`config.mk`:
```
export PLATFORM = sky130hd
export DESIGN_NAME = vga_text_pixel_gen
export DESIGN_NICKNAME = d
export VERILOG_FILES = /design/src/rtl/vga_pkg.sv /design/src/rtl/vga_timing.sv /design/src/rtl/vga_text_pixel_gen.sv
export SDC_FILE = /design/constraint.sdc
export NUM_CORES = 1
export LEC_CHECK = 0
export CAP_MARGIN = 20
export CELL_PAD_IN_SITES_DETAIL_PLACEMENT = 1
export CELL_PAD_IN_SITES_GLOBAL_PLACEMENT = 1
export CORE_MARGIN = 3
export CORE_UTILIZATION = 35
export DETAILED_ROUTE_END_ITERATION = 7
export GPL_ROUTABILITY_DRIVEN = 1
export HOLD_SLACK_MARGIN = 0.15
export PLACE_DENSITY = 0.83
export SYNTH_ARGS = -nofsm -noshare
export SYNTH_HDL_FRONTEND = slang
export SYNTH_HIERARCHICAL = 1
export SYNTH_SLANG_ARGS = --single-unit
```
`constraint.sdc`:
```
create_clock -name clk -period 8.18 [get_ports clk]
set_input_delay 2.454 -clock clk [delete_from_list [all_inputs] [get_ports clk]]
set_output_delay 2.454 -clock clk [all_outputs]
set_load 0.01 [all_outputs]
```
`src/rtl/vga_pkg.sv`:
```
// Shared timing constants, text geometry and the fetch-pipeline stage record
// for the 640x480 / 80x30 text-mode pixel generator.
package vga_pkg;

  localparam int H_ACTIVE = 640;
  localparam int H_FP     = 16;
  localparam int H_SYNC   = 96;
  localparam int H_BP     = 48;
  localparam int H_TOTAL  = H_ACTIVE + H_FP + H_SYNC + H_BP;

  localparam int V_ACTIVE = 480;
  localparam int V_FP     = 10;
  localparam int V_SYNC   = 2;
  localparam int V_BP     = 33;
  localparam int V_TOTAL  = V_ACTIVE + V_FP + V_SYNC + V_BP;

  localparam int H_SYNC_START = H_ACTIVE + H_FP;
  localparam int H_SYNC_END   = H_SYNC_START + H_SYNC - 1;
  localparam int V_SYNC_START = V_ACTIVE + V_FP;
  localparam int V_SYNC_END   = V_SYNC_START + V_SYNC - 1;

  localparam int TEXT_COLS = 80;
  localparam int TEXT_ROWS = 30;
  localparam int CELL_W    = 8;
  localparam int CELL_H    = 16;

  localparam int H_W     = 10;
  localparam int V_W     = 10;
  localparam int VRAM_AW = 12;
  localparam int FONT_AW = 12;

  // Per-pixel context carried alongside the VRAM/font fetches.
  typedef struct packed {
    logic [2:0] hcell;
    logic [3:0] vrow;
    logic       active;
    logic       hsync;
    logic       vsync;
    logic       frame;
  } stage_t;

  localparam stage_t STAGE_IDLE = '{
    hcell:  3'd0,
    vrow:   4'd0,
    active: 1'b0,
    hsync:  1'b1,
    vsync:  1'b1,
    frame:  1'b0
  };

  // row*80 + col built from two shifts so no multiplier is inferred.
  function automatic logic [VRAM_AW-1:0] cell_index(input logic [5:0] row,
                                                      input logic [6:0] col);
    logic [VRAM_AW-1:0] row_w;
    row_w = {6'd0, row};
    return (row_w << 6) + (row_w << 4) + {5'd0, col};
  endfunction

endpackage

```
`src/rtl/vga_timing.sv`:
```
// Pixel/line counters and the stage-0 active, sync and frame flags derived
// directly from them.
module vga_timing
  import vga_pkg::*;
(
  input  logic           clk,
  input  logic           rst_n,
  output logic [H_W-1:0] h_cnt,
  output logic [V_W-1:0] v_cnt,
  output logic           active,
  output logic           hsync,
  output logic           vsync,
  output logic           frame
);

  logic [H_W-1:0] h_r;
  logic [V_W-1:0] v_r;

  // Horizontal counter wraps every line; vertical advances on that wrap.
  always_ff @(posedge clk or negedge rst_n) begin
    if (!rst_n) begin
      h_r <= 10'd0;
      v_r <= 10'd0;
    end else if (h_r == 10'(H_TOTAL - 1)) begin
      h_r <= 10'd0;
      if (v_r == 10'(V_TOTAL - 1)) begin
        v_r <= 10'd0;
      end else begin
        v_r <= v_r + 10'd1;
      end
    end else begin
      h_r <= h_r + 10'd1;
    end
  end

  // Stage-0 flags, purely combinational from the counters.
  always_comb begin
    active = (h_r < 10'(H_ACTIVE)) && (v_r < 10'(V_ACTIVE));
    hsync  = !((h_r >= 10'(H_SYNC_START)) && (h_r <= 10'(H_SYNC_END)));
    vsync  = !((v_r >= 10'(V_SYNC_START)) && (v_r <= 10'(V_SYNC_END)));
    frame  = (h_r == 10'd0) && (v_r == 10'd0);
  end

  assign h_cnt = h_r;
  assign v_cnt = v_r;

endmodule

```
`src/rtl/vga_text_pixel_gen.sv`:
```
// 80x30 text-mode pixel generator: counters, VRAM/font fetch pipeline and
// registered pixel/palette/sync outputs, all with a fixed 3-cycle latency.
module vga_text_pixel_gen
  import vga_pkg::*;
(
  input  logic               clk,
  input  logic               rst_n,
  output logic [VRAM_AW-1:0] vram_addr,
  input  logic [15:0]        vram_data,
  output logic [FONT_AW-1:0] font_addr,
  input  logic [7:0]         font_data,
  output logic [3:0]         pal_fg,
  output logic [3:0]         pal_bg,
  output logic               pix_fg,
  output logic               pix_active,
  output logic               hsync,
  output logic               vsync,
  output logic               frame_start
);

  logic [H_W-1:0] h_cnt_s;
  logic [V_W-1:0] v_cnt_s;
  logic           active_s;
  logic           hsync_s;
  logic           vsync_s;
  logic           frame_s;

  stage_t         s1_r;
  stage_t         s2_r;
  logic [7:0]     attr_s2_r;
  logic           glyph_bit_s;

  vga_timing u_timing (
    .clk    (clk),
    .rst_n  (rst_n),
    .h_cnt  (h_cnt_s),
    .v_cnt  (v_cnt_s),
    .active (active_s),
    .hsync  (hsync_s),
    .vsync  (vsync_s),
    .frame  (frame_s)
  );

  // Stage 0: text cell address; parked at 0 during blanking.
  always_comb begin
    if (active_s) begin
      vram_addr = cell_index(v_cnt_s[V_W-1:4], h_cnt_s[H_W-1:3]);
    end else begin
      vram_addr = 12'd0;
    end
  end

  // Stage 1: glyph row lookup from the returned character code.
  always_comb begin
    font_addr = {vram_data[7:0], s1_r.vrow};
  end

  // Stage 2: pick the glyph bit for this pixel column (MSB is leftmost).
  always_comb begin
    glyph_bit_s = font_data[3'(3'd7 - s2_r.hcell)];
  end

  // Pixel context pipeline tracking the two fetch cycles.
  always_ff @(posedge clk or negedge rst_n) begin
    if (!rst_n) begin
      s1_r      <= STAGE_IDLE;
      s2_r      <= STAGE_IDLE;
      attr_s2_r <= 8'd0;
    end else begin
      s1_r      <= '{hcell:  h_cnt_s[2:0],
                     vrow:   v_cnt_s[3:0],
                     active: active_s,
                     hsync:  hsync_s,
                     vsync:  vsync_s,
                     frame:  frame_s};
      s2_r      <= s1_r;
      attr_s2_r <= vram_data[15:8];
    end
  end

  // Output registers: pixel data and timing leave together, glitch-free.
  always_ff @(posedge clk or negedge rst_n) begin
    if (!rst_n) begin
      pix_fg      <= 1'b0;
      pix_active  <= 1'b0;
      pal_fg      <= 4'd0;
      pal_bg      <= 4'd0;
      hsync       <= 1'b1;
      vsync       <= 1'b1;
      frame_start <= 1'b0;
    end else begin
      pix_fg      <= glyph_bit_s & s2_r.active;
      pix_active  <= s2_r.active;
      pal_fg      <= s2_r.active ? attr_s2_r[3:0] : 4'd0;
      pal_bg      <= s2_r.active ? attr_s2_r[7:4] : 4'd0;
      hsync       <= s2_r.hsync;
      vsync       <= s2_r.vsync;
      frame_start <= s2_r.frame;
    end
  end

endmodule
```
## Yosys cells after proc, flatten, opt, wreduce, memory -nomap -nowiden

Index checks and enable logic that the tools add are counted.

- Input bits: 26
- Output and inout bits: 37
- Word-level logic and storage cells: 51
- Register bits: 59

- Magnitude comparators: 7
- Add/sub/neg operators: 5
- Mux-type cells: 7
- Bitwise logic cells: 1
- Reduce and logical (&&, ||, !) cells: 8
- Equality and inequality tests: 2

Operators by type and width:

| cell | count |
|---|---|
| adder 10 x 1 -> 10 bit, second input constant | 2 |
| equality test 10 bit, second input constant | 2 |
| logical NOT 10 bit | 2 |
| two-way mux 10 bit | 2 |
| adder 12 x 10 -> 12 bit | 1 |
| adder 12 x 7 -> 12 bit | 1 |
| two-way mux 12 bit | 1 |
| >= comparator 10 bit, second input constant | 1 |
| >= comparator 10 x 9 -> 1 bit, second input constant | 1 |
| less-or-equal comparator 10 bit, second input constant | 1 |
| less-or-equal comparator 10 x 9 -> 1 bit, second input constant | 1 |
| < comparator 10 bit, second input constant | 1 |
| < comparator 10 x 9 -> 1 bit, second input constant | 1 |
| two-way mux 4 bit | 2 |
| logical AND 1 bit | 4 |
| < comparator 3 x 4 -> 1 bit, second input constant | 1 |
| binary-select mux 1 bit (select 3 bit) | 1 |
| subtractor 3 bit, first input constant | 1 |
| logical NOT 1 bit | 2 |
| AND 1 bit | 1 |
| two-way mux 1 bit | 1 |

## Logic depth before layout (Yosys ltp)

- Depth in word-level cells: 4
- Gate-level depth with buffers: 7
- Mapped depth without buffers: 7

## Hierarchy

Netlist, hierarchy kept.

Modules (own cells, without submodules):

| module | seq. area each (µm²) | area an instance (µm²) | times used | cells each |
|---|---|---|---|---|
| vga_text_pixel_gen | 983.4 | 1665.3 | 1 | 124 |
| vga_timing | 500.5 | 1136.1 | 1 | 114 |

## Worst setup path before layout

OpenSTA, ideal clock, no wires.

- Kind: input to output
- Start: in vram_data[6]
- End: out font_addr[10]
- Required time: 5.726 ns
- Arrival: 2.573 ns
- Stages on the path: 1
- Slack: 3.153 ns
- Path buffers: 1
- Path through: buf_4

RTL lines:

| item | line | text |
|---|---|---|
| start, declared | vga_text_pixel_gen.sv:9 | `input logic [15:0] vram_data,` |
| end, declared | vga_text_pixel_gen.sv:10 | `output logic [FONT_AW-1:0] font_addr,` |

No word-level cell between the ends.

## Final worst setup path

- Start: reg u_timing.h_r[9] (netlist: u_timing/h_cnt[9])
- End: out vram_addr[10]

- Word-level cells in the longest chain between the ends: 3
- Elaborated cells between the ends (all ways): 4
- Classes of those cells: add/sub (1); order compare (1); mux (1); reduce/logical (1)

RTL lines:

| item | line | text |
|---|---|---|
| start, declared | vga_timing.sv:16 | `logic [H_W-1:0] h_r;` |
| start signal, assigned | vga_timing.sv:32 | `h_r <= h_r + 10'd1;` |
| < comparator 10 bit | vga_timing.sv:38 | `active = (h_r < 10'(H_ACTIVE)) && (v_r < 10'(V_ACTIVE));` |
| logical AND 1 bit | vga_timing.sv:38 |  |
| two-way mux 12 bit * | vga_text_pixel_gen.sv:46 | `if (active_s) begin` |
| end, declared | vga_text_pixel_gen.sv:8 | `output logic [VRAM_AW-1:0] vram_addr,` |

Mark *: on every way between the ends. The rest lies on a longest branch, timed or not.

==> flow_metrics.env <==
export IMPL_synthTopCellsByCount="53 x dfrtp_1, 15 x and2_1, 15 x ha_1"
export IMPL_crit_start="u_timing/h_cnt[9]"
export IMPL_cts_max_path_buffers=2
export IMPL_finalSetupTns_ns=0
export IMPL_critPathKind="flop to output port"
export IMPL_cp_start_kind="flop"
export IMPL_synth_area_per_cell_sq_um=11.8
export IMPL_fin_ws_ns=2.63
export IMPL_grt_overflow_total=0
export IMPL_antenna_left=0
export IMPL_synthesis_area_sq_um=2800
export IMPL_holdCritStartpoint="s1_r[9]"
export IMPL_setup_violations=0
export IMPL_yosysSeqAreaShare=0.530
export IMPL_synth_area_leader_cell="dfrtp_1"
export IMPL_num_nets_final=322
export IMPL_powerDensity_nw_per_um2=167
export IMPL_htree_levels=3
export IMPL_hold_violations=0
export IMPL_initial_core_util=0.372
export IMPL_port_buffers=46
export IMPL_irDropWorstVdd_mv=0.0695
export IMPL_die_w_microns=95.5
export IMPL_hold_path_class="flop to flop"
export IMPL_pre_cts_ws_ns=2.93
export IMPL_area_growth_pct=24.3
export IMPL_ys_warn_count=6
export IMPL_power_mw=0.580
export IMPL_grt_max_degree=60
export IMPL_yosys_top_cells_area="dfrtp_1 47%, ha_1 6.7%, dfstp_2 5.6%"
export IMPL_whs_endpoint="s2_r[9]"
export IMPL_fin_crit_ns=5.55
export IMPL_stdcell_count=383
export IMPL_yosysMostFrequentCell="dfrtp_1"
export IMPL_ios=63
export IMPL_row_count=31
export IMPL_regArea_sq_um=1480
export IMPL_slowest_delay_ns=0.60
export IMPL_remaining_drc_errors=0
export IMPL_drv_slew=0
export IMPL_cp_common_cell="inv_1"
export IMPL_r2r_cells=5
export IMPL_fillers=821
export IMPL_synth_edff_count=0
export IMPL_coreArea_sq_um=7520
export IMPL_synthArstFlopShare=1.00
export IMPL_wire_per_inst_microns=15.3
export IMPL_crit_required_ns=5.73
export IMPL_post_place_cells=366
export IMPL_cts_sinks=59
export IMPL_vias=1912
export IMPL_crit_path_cell_trace="inv_1, fa_1, inv_1, ha_1, a211oi_2, nor3_1, or3b_1, clkdlybuf4s50_1"
export IMPL_synth_distinct_cells=53
export IMPL_routed_wl_microns=5860
export IMPL_cp_max_fo=10
export IMPL_postCtsHoldBufs=0
export IMPL_die_h_microns=95.5
export IMPL_end_kind="output port"
export IMPL_dr_pass1_iters=4
export IMPL_dp_hpwl_microns=3980
export IMPL_slew_limit_headroom=0.528
export IMPL_synthFlopType="dfrtp_1"
export IMPL_ctsResizeCount=0
export IMPL_clk_pin_slew_ns=0.06
export IMPL_synth_top_area_frac=0.473
export IMPL_max_clock_freq_mhz=180
export IMPL_routabilityCongestion=0.781
export IMPL_slowest_stage="fa_1"
export IMPL_fin_crit_sh=0.678
export IMPL_cts_tree="done"
export IMPL_leakage_nw=1.54
export IMPL_layout_drive_gt1_share=0.141
export IMPL_cts_buffers=9
export IMPL_routed_via_density=4.99
export IMPL_cts_setup_buffers=0
export IMPL_grt_pass1_vias=2061
export IMPL_syn_instance_count=238
export IMPL_hold_depth=0
export IMPL_synth_seq_cells=59
export IMPL_grt_pass1_wl_microns=9730
export IMPL_antenna_cells=0
export IMPL_max_cap_viol_count=0
export IMPL_syn_num_nets=281
export IMPL_critical_path_arrival_ns=3.09
export IMPL_multi_input_area_sq_um=1140
export IMPL_clock_latency_ns=0.33
export IMPL_grt_usage=0.140
export IMPL_root_buffer="clkbuf_8"
export IMPL_rsz0062_at_grt="false"
export IMPL_regToRegSetupSlack_ns=6.44
export IMPL_r2r_end="u_timing/h_cnt[9]"
export IMPL_first_iter_violations=90
export IMPL_worstMarginPinSlew_ns=0.708
export IMPL_worstReg2RegStart="u_timing/h_cnt[0]"
export IMPL_dieArea_sq_um=9110
export IMPL_antenna_found_initial=0
export IMPL_status="finished clean"
export IMPL_clock_skew_ns=0.00708
==> sequential cells by signal, summed over array words and instances, names as in the netlist <==
register        count
u_timing/h_cnt     10
u_timing/v_cnt     10
attr_s2_r           8
s1_r                7
s2_r                7
font_addr           4
pal_bg              4
pal_fg              4
frame_start         1
hsync               1
pix_active          1
pix_fg              1
vsync               1
==> worst max-delay path: cells and delay by family (launching register included) <==
kind | cells | cell delay, ns
fa+ha+maj | 2 | 0.91
compound gates | 1 | 0.26
flops | 1 | 0.50
simple gates | 2 | 0.45
buf+inv | 3 | 0.65
==> layer usage <==
| metal | vias to the layer above | share of wire | GRT usage |
|---|---|---|---|
| met1 | 938 | 0.45 | 0.168 |
| li1 | 914 | - | - |
| met4 | 0 | 0.0094 | 0.0403 |
| met5 | - | 0 | 0 |
| met2 | 50 | 0.48 | 0.233 |
| met3 | 10 | 0.060 | 0.0552 |
==> area by class of cell <==
class / count / area share
Clock inverter: 6 / 0.0187
Sequential cell: 59 / 0.426
Inverter: 14 / 0.0151
Timing Repair Buffer: 48 / 0.136
Clock buffer: 10 / 0.0395
Multi-Input combinational cell: 147 / 0.329
Tap cell: 99 / 0.0356
==> per-stage QoR <==
step	hold slack, ns	area (sq um)	utilization
after detailed placement	0.336	3270	0.434
after global placement	0.333	3270	0.434
after global routing	0.356	3480	0.463
after CTS	0.352	3470	0.461
final	0.351	3480	0.463
after floorplan	0.331	2800	-
==> cells in the final DEF, fill, tap and decap left out, drive strengths merged, types with 8 or more instances in the layout <==
cell type	count
dfrtp	53
clkdlybuf4s50	45
and2	15
ha	15
inv	14
nand3	13
clkbuf	10
nand2	8
nor2	8
==> how the worst max path moves through the flow <==
stage | to | slack, ns | cells past startpoint
finish | vram_addr[10] | 2.63 | 8
global route | vram_addr[10] | 2.41 | 8
CTS | vram_addr[11] | 2.57 | 6
detailed placement | vram_addr[11] | 2.93 | 6
global placement | vram_addr[11] | 2.94 | 6
floorplan | font_addr[10] | 3.15 | 1
==> power by group <==
| group | switching (mW) | leakage (nW) | internal [mW] |
|---|---|---|---|
| clock network | 0.113 | 0.102 | 0.149 |
| registers | 0.000976 | 0.721 | 0.296 |
| logic | 0.00924 | 0.719 | 0.0128 |
| total | 0.123 | 1.54 | 0.458 |
==> logic make-up after synthesis <==
group                      count (synthesis)  share of synthesized area
AOI/OAI and AO/OA                         28                     0.0706
xor gates and xnor gates                  10                     0.0339
adders and majority gates                 17                     0.0813
buffers and inverters                     32                     0.0634
DFF                                       59                      0.530
muxes                                      3                     0.0197
and+or+nand+nor                           89                      0.201
No activity file was read; power rests on OpenSTA's default activity.
